[src/rtl/uop_sequencer_pkg.sv]
// Shared core package: raw operation encoding, decoded instruction record and
// the micro-op sequencer state type.
//   operation_t    - raw operation from the instruction queue
//   decoded_inst_t - what decode hands to rename
//   seq_state_t    - uop_sequencer FSM state (2 bits)
package uop_sequencer_pkg;

  typedef enum logic [5:0] {
    OP_NOP, OP_ADDU, OP_SUBU, OP_AND, OP_OR, OP_SLT, OP_LW, OP_SW,
    OP_BEQ, OP_J, OP_MFHI, OP_MFLO, OP_MTHI, OP_MTLO, OP_MULT, OP_MULTU,
    OP_DIV, OP_DIVU, OP_MADD, OP_MADDU, OP_MSUB, OP_MSUBU, OP_MUL, OP_CACHE,
    OP_TLBP, OP_TLBR, OP_TLBWI, OP_TLBWR, OP_ERET, OP_MOVN, OP_MOVZ, OP_SYSCALL
  } operation_t;

  typedef struct packed {
    operation_t  op;
    logic        is_inst2;
    logic        ex;
    logic [4:0]  rs;
    logic [4:0]  rt;
    logic [4:0]  rd;
  } decoded_inst_t;

  typedef enum logic [1:0] {
    PASS        = 2'd0,
    SPLIT2      = 2'd1,
    DRAIN       = 2'd2,
    SERIAL_WAIT = 2'd3
  } seq_state_t;

endpackage

[src/rtl/uop_sequencer_classify.sv]
// uop_classify: combinational issue-class decode of a raw operation.
//   operation - raw operation (operation_t)
//   ex        - instruction already carries an exception
//   is_split  - goes to decode as two micro-ops
//   is_serial - must issue alone into an empty backend
// An excepting instruction never executes, so it is always PLAIN.
module uop_classify
  import uop_sequencer_pkg::*;
(
  input  operation_t operation,
  input  logic       ex,
  output logic       is_split,
  output logic       is_serial
);

  always_comb begin
    is_split  = 1'b0;
    is_serial = 1'b0;
    case (operation)
      OP_MULT, OP_MULTU, OP_DIV, OP_DIVU, OP_MADD, OP_MADDU,
      OP_MSUB, OP_MSUBU, OP_MUL:
        is_split = 1'b1;
      OP_CACHE, OP_TLBP, OP_TLBR, OP_TLBWI, OP_TLBWR, OP_ERET,
      OP_MOVN, OP_MOVZ:
        is_serial = 1'b1;
      default: ;
    endcase
    if (ex) begin
      is_split  = 1'b0;
      is_serial = 1'b0;
    end
  end

endmodule

[src/rtl/uop_sequencer.sv]
// uop_sequencer: controls how the instruction-queue head enters decode.
// Split ops go out as two micro-ops; serial ops wait for an empty backend,
// issue alone and then block decode until the redirect flush they cause.
//   clk, resetn      - clock, synchronous active-low reset
//   flush            - pipeline redirect, overrides everything
//   iq_valid/iq_operation/iq_ex/iq_ready - instruction queue head and pop
//   rob_empty        - nothing in flight past decode
//   dec_valid/dec_ready/dec_is_inst2     - micro-op offer to decode
//   seq_busy         - state is not PASS (also serves as FSM debug view)
//   perf_split_cnt   - split instructions accepted
//   perf_drain_cyc   - cycles spent in DRAIN
// Build option: define UOP_SEQ_PERF_EN to implement the counters; otherwise
// the counter ports read 0 and no counter flops exist.
//
// Handshake: a micro-op transfers when dec_valid && dec_ready (and no flush).
// dec_valid never depends on dec_ready; once offered, the micro-op and
// dec_is_inst2 hold until accepted. iq_ready pulses only on the handshake of
// the head's last micro-op.
module uop_sequencer
  import uop_sequencer_pkg::*;
#(
  parameter int PERF_W = 32
) (
  input  logic              clk,
  input  logic              resetn,
  input  logic              flush,
  input  logic              iq_valid,
  input  operation_t        iq_operation,
  input  logic              iq_ex,
  output logic              iq_ready,
  input  logic              rob_empty,
  output logic              dec_valid,
  input  logic              dec_ready,
  output logic              dec_is_inst2,
  output logic              seq_busy,
  output logic [PERF_W-1:0] perf_split_cnt,
  output logic [PERF_W-1:0] perf_drain_cyc
);

  seq_state_t state, state_nxt;
  logic       is_split, is_serial;

  uop_classify u_classify (
    .operation (iq_operation),
    .ex        (iq_ex),
    .is_split  (is_split),
    .is_serial (is_serial)
  );

  always_ff @(posedge clk) begin
    if (!resetn) state <= PASS;
    else         state <= state_nxt;
  end

  always_comb begin
    state_nxt    = state;
    dec_valid    = 1'b0;
    dec_is_inst2 = 1'b0;
    iq_ready     = 1'b0;
    case (state)
      PASS: begin
        if (iq_valid) begin
          if (is_serial && !rob_empty) begin
            state_nxt = DRAIN;
          end else begin
            dec_valid = 1'b1;
            if (dec_ready) begin
              if (is_split) begin
                state_nxt = SPLIT2;
              end else begin
                iq_ready = 1'b1;
                if (is_serial) state_nxt = SERIAL_WAIT;
              end
            end
          end
        end
      end
      SPLIT2: begin
        // Head is still held by the queue, so no need to look at iq_valid.
        dec_valid    = 1'b1;
        dec_is_inst2 = 1'b1;
        if (dec_ready) begin
          iq_ready  = 1'b1;
          state_nxt = PASS;
        end
      end
      DRAIN: begin
        // Return to PASS rather than issuing directly: the serial op is
        // re-classified and issued on the next cycle.
        if (rob_empty) state_nxt = PASS;
      end
      SERIAL_WAIT: begin
        // Only the redirect of the serial op releases this state.
      end
      default: state_nxt = PASS;
    endcase

    if (flush) begin
      dec_valid = 1'b0;
      iq_ready  = 1'b0;
      state_nxt = PASS;
    end

    if (!resetn) begin
      dec_valid    = 1'b0;
      dec_is_inst2 = 1'b0;
      iq_ready     = 1'b0;
    end
  end

  assign seq_busy = (state != PASS);

`ifdef UOP_SEQ_PERF_EN
  logic [PERF_W-1:0] split_cnt_q, drain_cyc_q;

  // dec_valid is already cleared by flush, so a voided SPLIT2 handshake
  // does not count.
  always_ff @(posedge clk) begin
    if (!resetn) begin
      split_cnt_q <= '0;
      drain_cyc_q <= '0;
    end else begin
      if (state == SPLIT2 && dec_valid && dec_ready)
        split_cnt_q <= split_cnt_q + PERF_W'(1);
      if (state == DRAIN)
        drain_cyc_q <= drain_cyc_q + PERF_W'(1);
    end
  end

  assign perf_split_cnt = split_cnt_q;
  assign perf_drain_cyc = drain_cyc_q;
`else
  assign perf_split_cnt = '0;
  assign perf_drain_cyc = '0;
`endif

endmodule

[config.mk]
export PLATFORM = sky130hd
export DESIGN_NAME = uop_sequencer
export DESIGN_NICKNAME = d
export VERILOG_FILES = /design/src/rtl/uop_sequencer_pkg.sv /design/src/rtl/uop_sequencer_classify.sv /design/src/rtl/uop_sequencer.sv
export SDC_FILE = /design/constraint.sdc
export NUM_CORES = 1
export LEC_CHECK = 0
export ABC_CLOCK_PERIOD_IN_PS = 3650
export BUFFER_PORTS_ARGS = -buffer_cell sky130_fd_sc_hd__clkbuf_2
export CORE_MARGIN = 2
export CORE_UTILIZATION = 39
export CTS_BUF_LIST = sky130_fd_sc_hd__clkbuf_8
export DETAILED_ROUTE_END_ITERATION = 6
export GPL_TIMING_DRIVEN = 0
export PLACE_DENSITY = 0.87
export SETUP_SLACK_MARGIN = 0.3
export SYNTH_ARGS = -nofsm -noshare
export SYNTH_HDL_FRONTEND = slang
export SYNTH_SLANG_ARGS = --single-unit
export TNS_END_PERCENT = 20
[constraint.sdc]
create_clock -name clk -period 3.65 [get_ports clk]
set_input_delay 0.1825 -clock clk [delete_from_list [all_inputs] [get_ports clk]]
set_output_delay 0.1825 -clock clk [all_outputs]
set_load 0.01 [all_outputs]
# ---- Yosys cells after proc, flatten, opt, wreduce, memory -nomap -nowiden
# Cells that the tools add are included.
dict set report op_classes {
  magnitude_cmp 0
  n_mux 27
  n_mul 0
  bitwise_logic 1
  n_eq_ne 24
  n_reduce_logical 9
  n_addsub 0
  shifts 0
  div_mod_pow 0
}
# cell n
set ops {}
lappend ops {{$eq 6x5->1 const B} 15}
lappend ops {{$mux 1} 17}
lappend ops {{$mux 2} 7}
lappend ops {{$eq 6x4->1 const B} 2}
lappend ops {{$reduce_or 9->1} 1}
lappend ops {{$reduce_or 8->1} 1}
lappend ops {{$ne 2x2->1 const B} 3}
lappend ops {{$pmux 2 s3} 1}
lappend ops {{$reduce_and 6->1} 1}
lappend ops {{$ne 4x4->1 const B} 1}
lappend ops {{$pmux 1 s2} 2}
lappend ops {{$ne 3x3->1 const B} 1}
lappend ops {{$reduce_bool 3->1} 1}
lappend ops {{$eq 2x1->1 const B} 1}
lappend ops {{$eq 2x2->1 const B} 1}
lappend ops {{$logic_not 2->1} 1}
lappend ops {{$reduce_bool 2->1} 1}
lappend ops {{$reduce_or 2->1} 1}
lappend ops {{$logic_and 1x1->1} 1}
lappend ops {{$logic_not 1->1} 1}
lappend ops {{$not 1->1} 1}
dict set report totals {
  ram_bits 0
  latchBits 0
  mem_bits_ro 0
  memories 0
  ff_bits 2
  inputBits 13
}

# ---- Logic depth before layout (Yosys ltp)
# Gate-level depths: netlist of run 1.
dict set report logic_depth {
  ltp_word 11
  mapped_depth 7
  ltp_nobuf 7
}

# ---- By module
# From an unflattened synthesis of run 1, not the netlist that was laid out.
dict set report unflattened {
  hier_cells 102
  hier_area_um2 769.5
}
# mod area_each_um2 instances cells_each seq_area_each_um2
set by_module_without_submodules {}
lappend by_module_without_submodules {uop_sequencer 714.4 1 96 40.0}
lappend by_module_without_submodules {uop_classify 55.1 1 6 0.0}

# ---- Least setup slack after synthesis of run 1
# OpenSTA, ideal clock, no wires.
dict set report synth_path {
  path_type {register to register}
  startpoint {register state[0]}
  endpoint {register state[0]}
  stages_incl_launch_ff 8
  slack_ps 2100
  arrival_time_ps 1478
  required_time_ps 3578
  period_less_slack_ps 1550
  cell_sequence {dfxtp_1 > inv_1 > ha_1 > inv_1 > o22ai_1 > a311o_1 > a21oi_2 > mux2i_1}
}
dict set report synth_between {
  elab_chain_cells 3
}
# item line
set synth_rtl {}
lappend synth_rtl {{start: declaration} uop_sequencer.sv:40} ;# seq_state_t state, state_nxt;
lappend synth_rtl {{start signal: assignment} uop_sequencer.sv:52} ;# else state <= state_nxt;
lappend synth_rtl {{$logic_not 2->1 (tied with other cells)} uop_sequencer.sv:60} ;# case (state)
lappend synth_rtl {{$ne 4x4->1 (no line) (tied with other cells)} --}
lappend synth_rtl {{$reduce_and 6->1 (no line)} --}
# Several ways; a longest one is shown, not always the timed one.
# A chain may end at the register's enable or synchronous reset.

# ---- Worst setup path in the final report of run 1
dict set report layout_path {
  startpoint {register state[0]}
  endpoint {output iq_ready}
}
dict set report layout_between {
  elab_chain_cells 4
}
# item line
set layout_rtl {}
lappend layout_rtl {{$eq 2x1->1 / $logic_not 2->1 (equally long branches)} uop_sequencer.sv:60}
lappend layout_rtl {{$pmux 1 s2 (*)} uop_sequencer.sv:60}
lappend layout_rtl {{$mux 1 (*)} uop_sequencer.sv:98} ;# if (flush) begin
lappend layout_rtl {{$mux 1 (*)} uop_sequencer.sv:104} ;# if (!resetn) begin
lappend layout_rtl {{end: declaration} uop_sequencer.sv:30} ;# output logic iq_ready,
# Every way passes the cells marked *; elsewhere a longest branch is shown, timed or not.

==> impl_metrics.json, run 1 <==
{
  "status": "finished, final reports clean",
  "cts_resized": 0,
  "crit_arrival_ns": 1.54,
  "ctsHtreeMaxLevel": 1,
  "startpoint": "state[0]",
  "cts-root-buf": "clkbuf_8",
  "pwr-share-clk_pct": 39.7,
  "finalInstanceArea_um2": 1180,
  "nets": 208,
  "pin_count": 81,
  "irDropWorstVdd_uv": 129,
  "rr_startpoint": "state[0]",
  "synth_cell_type_count": 24,
  "cap_violations": 0,
  "final.fill_count": 176,
  "vias": 697,
  "grt_usage_pct": 10.1,
  "yosysWarnings": 0,
  "fmax_mhz": 582,
  "synth.ff_latch_count": 2,
  "dr.pass1.iters": 4,
  "drive_gt1_share_pct": 45.5,
  "syn-cell-area_um2": 790,
  "drtIter0Drc": 1,
  "clockBufferDepth": 2,
  "switching_share_pct": 30.8,
  "numCtsBuffers": 3,
  "antenna_found_initial": 0,
  "path_clk_slew_ns": 0.03,
  "rows": 16,
  "cellPowerDensity_nw_per_um2": 180,
  "leakage_nw": 0.771,
  "cts_hold_buf": 0,
  "drcViolationCount": 0,
  "clkLatencyLatePin_ns": 0.21,
  "cp.required_ns": 3.47,
  "cts_tree": "done",
  "combPwrFrac_pct": 49.7,
  "numPortBuffers": 16,
  "routedWlPerCell_um": 5.86,
  "grt_max_degree": 7,
  "crit_type": "reg2out",
  "clock_sinks": 2,
  "largest_reg_flops": 2,
  "grt_pass1_vias": 538,
  "p_int_mw": 0.147,
  "hpwlAfterDp_um": 1220,
  "hp-class": "in2reg",
  "die_w_um": 49.0,
  "syn2layout_area_growth_pct": 49.6,
  "viasPerCell": 3.23,
  "period_share_pct": 47.1,
  "ys_seq_area_share_pct": 5.07,
  "path_max_fanout": 4,
  "regMostFlops": "state",
  "whs_ns": 0.304,
  "cts_setup_buffers": 0,
  "finalSetupTns_ns": 0,
  "place_congestion": 0.725,
  "final_hold_viol_count": 0,
  "pwr-share-seq_pct": 10.6,
  "netSwitchingPower_mw": 0.0655,
  "pre_cts_slack_ns": 1.96,
  "placed_cell_area_um2": 1140,
  "ant_nets": 0,
  "syn_avg_cell_area_um2": 7.38,
  "overflow": 0,
  "reg_top3": "state: 2 flops",
  "die_y_um": 49.0,
  "diodes": 0,
  "synth_cells": 107,
  "maxSlewViolCount": 0,
  "wl_um": 1270,
  "rsz0062_at_grt": "no",
  "fin_crit_ns": 1.72,
  "grt_first_pass_wirelength_um": 1960,
  "core-area_um2": 1940,
  "dieArea_um2": 2400,
  "cp-end-kind": "output port",
  "initial_core_util_pct": 40.7,
  "finClkSkew_ns": 0.00154,
  "setup_viol": 0,
  "timing.final.ws_setup_ns": 1.93,
  "startpoint_type": "flip-flop",
  "worstHoldStart": "flush"
}
-- logic make-up after synthesis --
group | Yosys count | share of synthesized area [%]
AO/OA/AOI/OAI | 10 | 9.67
adder cells (fa/ha/maj) | 4 | 6.34
buffers and inverters | 71 | 64.2
flip-flops | 2 | 5.07
multiplexers | 2 | 2.54
other | 1 | 0.475
AND/OR/NAND/NOR | 17 | 11.7
-- metal layers --
layer,global-route usage [%],part of all wire [%],vias up
li1,-,-,380
met1,9.87,38,271
met2,19.6,49,46
met3,2.76,13,0
met4,4.29,0,0
met5,0,0,-
-- area by class of cell --
type | count | area [um2] | area share [%]
Timing Repair Buffer | 16 | 80.1 | 6.78
Inverter | 7 | 26.3 | 2.22
Tap cell | 27 | 33.8 | 2.86
Sequential cell | 2 | 40.0 | 3.39
Buffer | 64 | 480 | 40.7
Multi-Input combinational cell | 97 | 479 | 40.6
Clock buffer | 3 | 41.3 | 3.50
-- critical path: stages (launching register included) --
cell      delay, ns
dfxtp_1        0.33
inv_1          0.08
ha_1           0.20
o21ai_0        0.12
o21ai_2        0.16
nand2_1        0.09
nor3_1         0.18
clkbuf_2       0.16
-- per-stage QoR --
step | instances | power [mW] | util [%]
final | 216 | 0.213 | 60.8
after global routing | 216 | 0.226 | 60.8
after CTS | 216 | 0.211 | 60.8
after detailed placement | 213 | 0.126 | 58.7
after global placement | 213 | 0.125 | 58.7
after floorplan | 170 | 0.114 | -
-- layout by cell type (no fill, tap or decap), drive strengths merged --
cell type	instances
or3b	1
clkbuf	19
buf	64
nor2	4
nand2	3
or4b	1
inv	7
conb	64
nor2b	1
a21oi	3
nor3	1
mux2i	2
dfxtp	2
ha	4
a41o	1
nand3	3
o22ai	1
a311o	1
o31a	1
and2	2
o21ai	2
nor4b	1
o211ai	1
-- final timing paths --
path / end / slack, ns / depth (start not counted)
setup / recovery: iq_ready / 1.93 / 7
hold / removal: state[1] / 0.30 / 4
setup reg to reg: state[0] / 2.05 / 7
hold reg to reg: state[1] / 0.49 / 2
-- synth_stat cells --
master	count	area share, %
nand3_1	3	1.9
o21ai_0	1	0.63
nor2b_1	1	0.79
nor2_1	4	1.9
o211ai_1	1	0.95
or4b_1	1	1.3
o31a_2	1	1.3
o22ai_1	1	0.79
a21oi_2	1	1.1
o21ai_2	1	1.1
and2_1	2	1.6
a311o_1	1	1.3
buf_4	64	61
nor4b_1	1	1.1
or3b_1	1	1.1
a21oi_1	2	1.3
inv_1	7	3.3
nand2_1	3	1.4
ha_1	4	6.3
conb_1	1	0.47
nor3_1	1	0.63
dfxtp_1	2	5.1
mux2i_1	2	2.5
a41o_1	1	1.3
-- power by group through the flow --
stage | registers (mW) | clock network, mW | logic, mW
2_1_floorplan | 0.0228 | 0 | 0.0914
3_3_place_gp | 0.0229 | 0 | 0.102
3_5_place_dp | 0.0229 | 0 | 0.103
4_1_cts | 0.0227 | 0.0859 | 0.103
5_1_grt | 0.0227 | 0.0883 | 0.115
6_report | 0.0226 | 0.0843 | 0.106
(Power assumes the default switching activity.)
==> run 2: changes to the inputs <==
--- a/config.mk
+++ b/config.mk
@@ -5,14 +5,15 @@
 export SDC_FILE = /design/constraint.sdc
 export NUM_CORES = 1
 export LEC_CHECK = 0
-export ABC_CLOCK_PERIOD_IN_PS = 3650
+export ABC_AREA = 1
+export ABC_CLOCK_PERIOD_IN_PS = 1630
 export BUFFER_PORTS_ARGS = -buffer_cell sky130_fd_sc_hd__clkbuf_2
 export CORE_MARGIN = 2
-export CORE_UTILIZATION = 39
+export CORE_UTILIZATION = 37
 export CTS_BUF_LIST = sky130_fd_sc_hd__clkbuf_8
 export DETAILED_ROUTE_END_ITERATION = 6
 export GPL_TIMING_DRIVEN = 0
-export PLACE_DENSITY = 0.87
+export PLACE_DENSITY = 0.82
 export SETUP_SLACK_MARGIN = 0.3
 export SYNTH_ARGS = -nofsm -noshare
 export SYNTH_HDL_FRONTEND = slang
==> constraint.sdc (replaced) <==
create_clock -name clk -period 1.63 [get_ports clk]
set_input_delay 0.0815 -clock clk [delete_from_list [all_inputs] [get_ports clk]]
set_output_delay 0.0815 -clock clk [all_outputs]
set_load 0.01 [all_outputs]
==> impl_metrics.json, run 2 <==
{
  "status": "finished, final reports clean",
  "viasPerCell": 3.08,
  "synth-edff-count": 0,
  "dieArea_um2": 2650,
  "die_w_um": 51.5,
  "clkLatencyLatePin_ns": 0.21,
  "synth_cells": 129,
  "final.fill_count": 207,
  "ctsHtreeMaxLevel": 1,
  "largest_reg_flops": 2,
  "cts_tree": "done",
  "pin_count": 81,
  "cellPowerDensity_nw_per_um2": 382,
  "crit_type": "reg2out",
  "crit_arrival_ns": 1.21,
  "clock_sinks": 2,
  "setup_viol": 0,
  "pre_cts_slack_ns": 0.259,
  "synth_top_area_cell": "buf_4",
  "path_clk_slew_ns": 0.03,
  "diodes": 0,
  "dr.pass1.iters": 4,
  "whs_ns": 0.193,
  "grt_usage_pct": 8.83,
  "nets": 230,
  "overflow": 0,
  "gr-usage-met1_pct": 8.27,
  "grt_util_met2_pct": 16.5,
  "cp.required_ns": 1.55,
  "syn-cell-area_um2": 835,
  "rows": 17,
  "routedWlPerCell_um": 5.73,
  "die_y_um": 51.5,
  "fin_crit_ns": 1.29,
  "numCtsBuffers": 3,
  "numPortBuffers": 16,
  "core-area_um2": 2170,
  "synth_most_common_cell": "buf_4",
  "maxSlewViolCount": 0,
  "timing.final.ws_setup_ns": 0.342,
  "path_max_fanout": 4,
  "synth_cell_type_count": 16,
  "period_share_pct": 79.0,
  "rsz0062_at_grt": "yes",
  "leakage_nw": 0.895,
  "mostFrequentLayoutCells": "64 x buf_4, 64 x conb_1, 18 x nand2_1, 15 x clkbuf_2, 11 x inv_1",
  "synth.ff_latch_count": 2,
  "syn2layout_area_growth_pct": 54.9,
  "top_usage_layer": "met2",
  "use_met3_pct": 2.87,
  "drive_gt1_share_pct": 47.9,
  "hpwlAfterDp_um": 1240,
  "yosysTopAreaCellShare_pct": 57.6,
  "hp-class": "in2reg",
  "clockBufferDepth": 2,
  "synth_common_cells": "64 x buf_4, 19 x nand2_1, 13 x inv_1",
  "yosysWarnings": 0,
  "place_congestion": 0.791,
  "grt_max_degree": 5,
  "fmax_mhz": 776,
  "wl_um": 1370,
  "ant_nets": 0,
  "ys_seq_area_share_pct": 4.80,
  "cts_hold_buf": 0,
  "regMostFlops": "state",
  "synth-async-reset-ratio_pct": 0,
  "drtIter0Drc": 5,
  "antenna_found_initial": 0,
  "final_hold_viol_count": 0,
  "vias": 737,
  "drcViolationCount": 0,
  "yosys-top-cells-area": "buf_4 58%, nand2_1 8.5%, ha_1 6.0%, inv_1 5.8%, nor2_1 5.4%",
  "irDropWorstVdd_uv": 276,
  "grt_first_pass_wirelength_um": 1790,
  "cts-root-buf": "clkbuf_8",
  "finClkSkew_ns": 0.00201,
  "grt_pass1_vias": 501,
  "finalSetupTns_ns": 0,
  "initial_core_util_pct": 38.5,
  "cp-end-kind": "output port",
  "syn_avg_cell_area_um2": 6.47,
  "finalPower_mw": 0.494,
  "startpoint_type": "flip-flop",
  "synthFlopType": "dfxtp_1",
  "cap_violations": 0,
  "final_util_pct": 59.6,
  "cts_setup_buffers": 0,
  "reg_top3": "state: 2 flops"
}
[run 2: worst paths after layout]
kind	start	endpoint	slack, ns	depth (start not counted)
max	state[1]	iq_ready	0.34	7
min	flush	state[1]	0.19	4
max reg2reg	state[0]	state[0]	0.37	8
min reg2reg	state[1]	state[1]	0.60	4
[run 2: cells by family (layout without fill, tap and decap cells)]
logic type,Yosys count,after routing,synth area share (%)
other,1,64,0.449
buffers and inverters,79,98,64.3
flip-flops,2,2,4.80
AND/OR/NAND/NOR,40,40,22.2
AO/OA/AOI/OAI,3,3,2.25
adder cells (fa/ha/maj),4,4,6.00
[run 2: final cells by class]
class,count,area [um2],area share (%)
inverters,15,65.1,5.03
clock buffers,3,41.3,3.19
well taps,28,35.0,2.71
multi-input cells,111,543,42.0
flip-flops and latches,2,47.5,3.68
repair buffers,16,80.1,6.20
plain buffers,64,480,37.2
[run 2: power by group]
part,switching (mW),internal (mW)
combinational,0.125,0.128
sequential,0.00150,0.0475
clock,0.0359,0.156
[run 2: timing repair]
action	CTS	global route
pin swaps	3	8
endpoints found under the setup margin	4	4
resized for setup	7	15
[run 2: worst max-delay path: stages (launching register included)]
cell and delay [ns]:
dfxtp_4 0.35, inv_4 0.08, ha_4 0.14, nand3_1 0.07, nand2_1 0.08, nand2_2 0.06
nor2_2 0.09, buf_2 0.13
[run 2: metrics by stage]
stage               instances  cell area (um2)
global placement          236             1190
floorplan                 192             1070
global route              239             1290
detailed placement        236             1190
finish                    239             1290
CTS                       239             1240
[run 2: metal layers]
metal  up-vias  wire length, um
met5         -                0
met4         0                0
met3         0              208
met2        41              767
met1       276              393
li1        420                -
